[src/rtl/wb_arbiter_2m.sv]
`default_nettype none
// ============================================================================
// Module   : wb_arbiter_2m
// Purpose  : Two-master / one-slave Wishbone classic round-robin arbiter; the
//            grant is held for a whole bus cycle. Define WB_ARB_TIMEOUT_EN to
//            add a watchdog that errors out transfers the slave never acks.
// Revision : 1.0 - initial release
// ============================================================================
module wb_arbiter_2m #(
  parameter int AW             = 32,
  parameter int DW             = 32,
  parameter int TIMEOUT_CYCLES = 255
) (
  input  logic            clk_i,
  input  logic            rst_n_i,
  input  logic            m0_cyc_i,
  input  logic            m0_stb_i,
  input  logic            m0_we_i,
  input  logic [AW-1:0]   m0_adr_i,
  input  logic [DW-1:0]   m0_dat_i,
  input  logic [DW/8-1:0] m0_sel_i,
  output logic [DW-1:0]   m0_dat_o,
  output logic            m0_ack_o,
  output logic            m0_err_o,
  input  logic            m1_cyc_i,
  input  logic            m1_stb_i,
  input  logic            m1_we_i,
  input  logic [AW-1:0]   m1_adr_i,
  input  logic [DW-1:0]   m1_dat_i,
  input  logic [DW/8-1:0] m1_sel_i,
  output logic [DW-1:0]   m1_dat_o,
  output logic            m1_ack_o,
  output logic            m1_err_o,
  output logic            s_cyc_o,
  output logic            s_stb_o,
  output logic            s_we_o,
  output logic [AW-1:0]   s_adr_o,
  output logic [DW-1:0]   s_dat_o,
  output logic [DW/8-1:0] s_sel_o,
  input  logic [DW-1:0]   s_dat_i,
  input  logic            s_ack_i,
  output logic [1:0]      grant_o
);

  typedef enum logic [1:0] {
    ST_IDLE   = 2'd0,
    ST_GRANT0 = 2'd1,
    ST_GRANT1 = 2'd2
  } state_t;

  state_t r_state;
  state_t w_state_nxt;
  logic   r_last;        // 0 = m0 owned the bus last, 1 = m1
  logic   w_last_nxt;
  logic   w_elig0;
  logic   w_elig1;
  logic   w_timeout;

  assign m0_dat_o = s_dat_i;
  assign m1_dat_o = s_dat_i;

`ifdef WB_ARB_TIMEOUT_EN
  localparam int CW = (TIMEOUT_CYCLES > 2) ? $clog2(TIMEOUT_CYCLES) : 1;
  localparam logic [CW-1:0] C_TMO_LAST = CW'(TIMEOUT_CYCLES - 1);

  logic [CW-1:0] r_tmo_cnt;
  logic          r_lock0;
  logic          r_lock1;
  logic          w_gnt_stb;

  assign w_gnt_stb = (r_state == ST_GRANT0) ? m0_stb_i :
                     (r_state == ST_GRANT1) ? m1_stb_i : 1'b0;
  assign w_timeout = w_gnt_stb && !s_ack_i && (r_tmo_cnt == C_TMO_LAST);
  assign w_elig0   = m0_cyc_i && !r_lock0;
  assign w_elig1   = m1_cyc_i && !r_lock1;

  // A locked-out master must drop cyc before it may compete again.
  always_ff @(posedge clk_i) begin
    if (!rst_n_i) begin
      r_tmo_cnt <= '0;
      r_lock0   <= 1'b0;
      r_lock1   <= 1'b0;
    end else begin
      if (!w_gnt_stb || s_ack_i || w_timeout)
        r_tmo_cnt <= '0;
      else
        r_tmo_cnt <= r_tmo_cnt + 1'b1;
      r_lock0 <= (w_timeout && (r_state == ST_GRANT0)) || (r_lock0 && m0_cyc_i);
      r_lock1 <= (w_timeout && (r_state == ST_GRANT1)) || (r_lock1 && m1_cyc_i);
    end
  end
`else
  logic [31:0] w_unused_tmo;

  assign w_unused_tmo = 32'(TIMEOUT_CYCLES);
  assign w_timeout    = 1'b0;
  assign w_elig0      = m0_cyc_i;
  assign w_elig1      = m1_cyc_i;
`endif

  always_ff @(posedge clk_i) begin
    if (!rst_n_i) begin
      r_state <= ST_IDLE;
      r_last  <= 1'b1;
    end else begin
      r_state <= w_state_nxt;
      r_last  <= w_last_nxt;
    end
  end

  always_comb begin
    w_state_nxt = r_state;
    w_last_nxt  = r_last;
    grant_o     = 2'b00;
    s_cyc_o     = 1'b0;
    s_stb_o     = 1'b0;
    s_we_o      = 1'b0;
    s_adr_o     = '0;
    s_dat_o     = '0;
    s_sel_o     = '0;
    m0_ack_o    = 1'b0;
    m1_ack_o    = 1'b0;
    m0_err_o    = 1'b0;
    m1_err_o    = 1'b0;
    case (r_state)
      ST_IDLE: begin
        if (w_elig0 && w_elig1)
          w_state_nxt = r_last ? ST_GRANT0 : ST_GRANT1;
        else if (w_elig0)
          w_state_nxt = ST_GRANT0;
        else if (w_elig1)
          w_state_nxt = ST_GRANT1;
      end
      ST_GRANT0: begin
        grant_o  = 2'b01;
        s_cyc_o  = m0_cyc_i;
        s_stb_o  = m0_stb_i;
        s_we_o   = m0_we_i;
        s_adr_o  = m0_adr_i;
        s_dat_o  = m0_dat_i;
        s_sel_o  = m0_sel_i;
        m0_ack_o = s_ack_i;
        if (w_timeout) begin
          s_cyc_o     = 1'b0;
          s_stb_o     = 1'b0;
          m0_ack_o    = 1'b0;
          m0_err_o    = 1'b1;
          w_state_nxt = ST_IDLE;
          w_last_nxt  = 1'b0;
        end else if (!m0_cyc_i) begin
          w_state_nxt = ST_IDLE;
          w_last_nxt  = 1'b0;
        end
      end
      ST_GRANT1: begin
        grant_o  = 2'b10;
        s_cyc_o  = m1_cyc_i;
        s_stb_o  = m1_stb_i;
        s_we_o   = m1_we_i;
        s_adr_o  = m1_adr_i;
        s_dat_o  = m1_dat_i;
        s_sel_o  = m1_sel_i;
        m1_ack_o = s_ack_i;
        if (w_timeout) begin
          s_cyc_o     = 1'b0;
          s_stb_o     = 1'b0;
          m1_ack_o    = 1'b0;
          m1_err_o    = 1'b1;
          w_state_nxt = ST_IDLE;
          w_last_nxt  = 1'b1;
        end else if (!m1_cyc_i) begin
          w_state_nxt = ST_IDLE;
          w_last_nxt  = 1'b1;
        end
      end
      default: w_state_nxt = ST_IDLE;
    endcase
  end

endmodule
`default_nettype wire

[config.mk]
export PLATFORM = sky130hd
export DESIGN_NAME = wb_arbiter_2m
export DESIGN_NICKNAME = d
export VERILOG_FILES = /design/src/rtl/wb_arbiter_2m.sv
export SDC_FILE = /design/constraint.sdc
export NUM_CORES = 1
export LEC_CHECK = 0
export CAP_MARGIN = 10
export CORE_AREA = 8 8 117 119
export DETAILED_ROUTE_END_ITERATION = 6
export DIE_AREA = 0 0 125 127
export PLACE_DENSITY = 0.71
export SETUP_SLACK_MARGIN = 0.1
export SYNTH_ARGS = -nofsm -noshare
export SYNTH_HDL_FRONTEND = slang
export SYNTH_SLANG_ARGS = --single-unit
export TNS_END_PERCENT = 1
[constraint.sdc]
create_clock -name clk_i -period 2.07 [get_ports clk_i]
set_clock_uncertainty 0.15 [all_clocks]
set_input_delay 0.414 -clock clk_i [delete_from_list [all_inputs] [get_ports clk_i]]
set_output_delay 0.414 -clock clk_i [all_outputs]
set_load 0.01 [all_outputs]
==> out/qor.csv <==
stage,metric,value,unit
run_status,status,finished with violations,
run_status,failing checks,negative setup slack,
yosys,post-synthesis register bit count,3,
drt,WL met1,4450,µm
place,Buffers on Ports,219,
sta,min Tclk post-route,2.12,ns
cts,clk sinks,3,
layout,ANT cells,0,
critical_path,buffers and inverters on the worst path,4,
cts,CTS Buf Count,3,
drt,DR pass1 iterations,4,
drt,Top Layer Used,met4,
yosys,fraction of the mapped netlist area in adder cells,0.0331,
drt,met3 WL post-DR,905,µm
critical_path,data arrival time of the worst path,1.56,ns
sta,"Slew Viols, Final",0,
yosys,YS warnings,0,
cts,clock latency on the worst-skew pair,0.22,ns
drt,via/cell ratio,4.39,
sta,Final Hold Vio Count,0,
layout,final instance count without filler cells,590,
grt,largest net degree at the start of global routing,20,
layout,layout cells sized above 1,0.485,
die,Die Ht,127,µm
pwr,Pleak,1.73,nW
place,dpl hpwl,8380,µm
grt,vias in the first global route,2985,
hold_path,hold crit path type,flip-flop to flip-flop,
grt,first-pass GRT wire length,17800,µm
yosys,Synth cell types,24,
sta,Peak Freq,471,MHz
cts,clk slew on worst S/H paths,0.03,ns
layout,"commonest non-fill, non-tap cell in the layout",clkdlybuf4s50_1,
critical_path,"CP delay by family, top",buffers and inverters,
yosys,proportion of synthesized area in mux cells,0.0106,
yosys,main combinational cell family by area after synthesis,buffers and inverters,
place,post-place setup slack,-0.334,ns
layout,NumNets Final,626,
critical_path,slowest cell on the critical path,dfxtp_4,
critical_path,crit path capture type,output port,
flow_run,Max Cap Viol,0,
grt,"Remaining Overflow, GRT",0,
die,IO Pins,318,
grt,GRT Total Usage,0.142,
critical_path,CP max FO,19,
sta,Final Cycle Share,1.03,
die,Die ar.,0.0159,mm²
pwr,PwrDens,541,mW/mm²
yosys,Synth Area per Inst,7.28,µm²
cts,Root Driver,clkbuf_16,
die,initial core utilization,0.160,
sta,RSZ-0062 raised after global routing,yes,
yosys,Mapped Cells,260,
cts,cts hold-fix bufs,0,
die,core area,0.0118,mm²
critical_path,crit path kind,flip-flop to output port,
layout,synth-to-layout area growth,139,%
critical_path,Critical Path RT,1.51,ns
yosys,"Seq/Total Area, Yosys",0.0317,
critical_path,critical path launch point type,flip-flop,
drt,met2 WL,6580,µm
die,Die Span X,125,µm
drt,Routed Antenna Nets,0,
layout,highest-count cells in the layout ignoring fill and taps,"clkdlybuf4s50_1 (144), buf_2 (70), a22oi_2 (61)",
cts,Max Root-Sink Buffers,2,
sta,Final WS setup,-0.0548,ns
die,Core Rows,40,
yosys,post-synthesis compound-gate area fraction,0.307,
grt,initial antenna violation count,0,
yosys,mapped cell area,0.00189,mm²
drt,number of remaining DRC errors,0,
yosys,xor/xnor share of the synthesized area,0,
drt,DR iter-0 viols,84,
drt,average routed wire per standard cell,20.7,µm
pwr,Peak VDD IR,0.000528,V
critical_path,critical path cell sequence,"buf_6, ha_4, buf_12, buf_16, a22oi_2, nor2b_1, buf_2",
cts,CTS tree,built,
sta,"Setup violations, final",44,
place,final RePlAce weighted congestion,0.752,
critical_path,delay of the slowest critical-path stage,0.35,ns
place,DP Cell Count,557,
cts,H-tree depth,1,
yosys,Post-Synth Simple-Gate Area,0.264,
drt,DRT Wirelength,12200,µm
drt,via count,2589,
Yosys cell counts:
cell,number,area [µm²]
a22oi_1,70,526
nor2b_1,70,438
buf_4,68,510
buf_2,8,40.0
clkbuf_1,7,26.3
buf_6,6,67.6
ha_1,5,62.6
dfxtp_1,3,60.1
nand2_1,3,11.3
a21oi_1,2,10.0
and2_1,2,12.5
inv_1,2,7.51
mux2i_1,2,20.0
nor2_1,2,7.51
a21boi_4,1,18.8
a21o_2,1,8.76
a22oi_2,1,12.5
and2b_2,1,8.76
clkbuf_8,1,13.8
conb_1,1,3.75
nand2b_1,1,6.26
nand2b_2,1,8.76
nand4_1,1,6.26
o21ai_1,1,5.00
area by class of cell:
class                           count  area (µm²)
Multi-Input combinational cell    166        1570
Fill cell                        1191        7300
Clock buffer                        4        78.8
Tap cell                          147         184
Inverter                            2        12.5
Timing Repair Buffer              268        2600
Sequential cell                     3        67.6
registers in the layout, indices dropped and copies added, names as in the netlist:
register  cells
r_last        1
r_state       2
worst paths after layout:
kind                                              start                      end  slack [ns]  cells after the start
worst min register to register      r_last$_SDFFE_PN1P_      r_last$_SDFFE_PN1P_        0.36                      2
worst max register to register  r_state[1]$_SDFFE_PN0P_  r_state[0]$_SDFFE_PN0P_        0.42                      7
worst max-delay path            r_state[1]$_SDFFE_PN0P_               s_dat_o[5]       -0.05                      7
worst min-delay path                r_last$_SDFFE_PN1P_      r_last$_SDFFE_PN1P_        0.36                      2
stage by stage:
step | total power [mW] | utilization | hold slack, ns | area, µm² | setup TNS [ns]
after floorplan | 0.871 | - | 0.318 | 1900 | 0
after global placement | 1.47 | 0.326 | 0.338 | 3850 | -14.87
after detailed placement | 1.50 | 0.326 | 0.340 | 3850 | -17.71
after CTS | 2.42 | 0.373 | 0.362 | 4410 | -2.35
after global routing | 2.58 | 0.382 | 0.383 | 4510 | -4.88
final | 2.44 | 0.382 | 0.364 | 4510 | -1.07
worst reg2reg max path: stages, from the launching register on:
cell and delay [ns]:
dfxtp_4 0.36, inv_4 0.05, ha_4 0.20, buf_12 0.15, a22oi_2 0.16, buf_4 0.13
a21boi_4 0.19, mux2i_1 0.19
kinds of logic after synthesis:
family	count (synthesis)
AOI/OAI and AO/OA	76
DFF	3
adders and majority gates	5
muxes	2
buffers and inverters	92
and+or+nand+nor	81
other	1
where the power goes:
group	total (mW)	internal (mW)	switching [mW]
Combinational	2.05	1.23	0.823
Sequential	0.0813	0.0698	0.0115
Clock	0.309	0.254	0.0547
timing repair:
item | in CTS | in global routing
buffers inserted | 19 | 0
cloned | 10 | 0
setup endpoints to repair | 75 | 73
hold endpoints to repair | 0 | 0
pin swaps | 17 | 8
resized for setup | 383 | 27
metal layers:
metal | vias to the layer above | track usage
met5 | - | 0
met4 | 0 | 0.0473
met3 | 32 | 0.0399
met2 | 116 | 0.265
met1 | 1229 | 0.150
li1 | 1212 | -
Note: power is estimated with default switching activity, not from simulation.
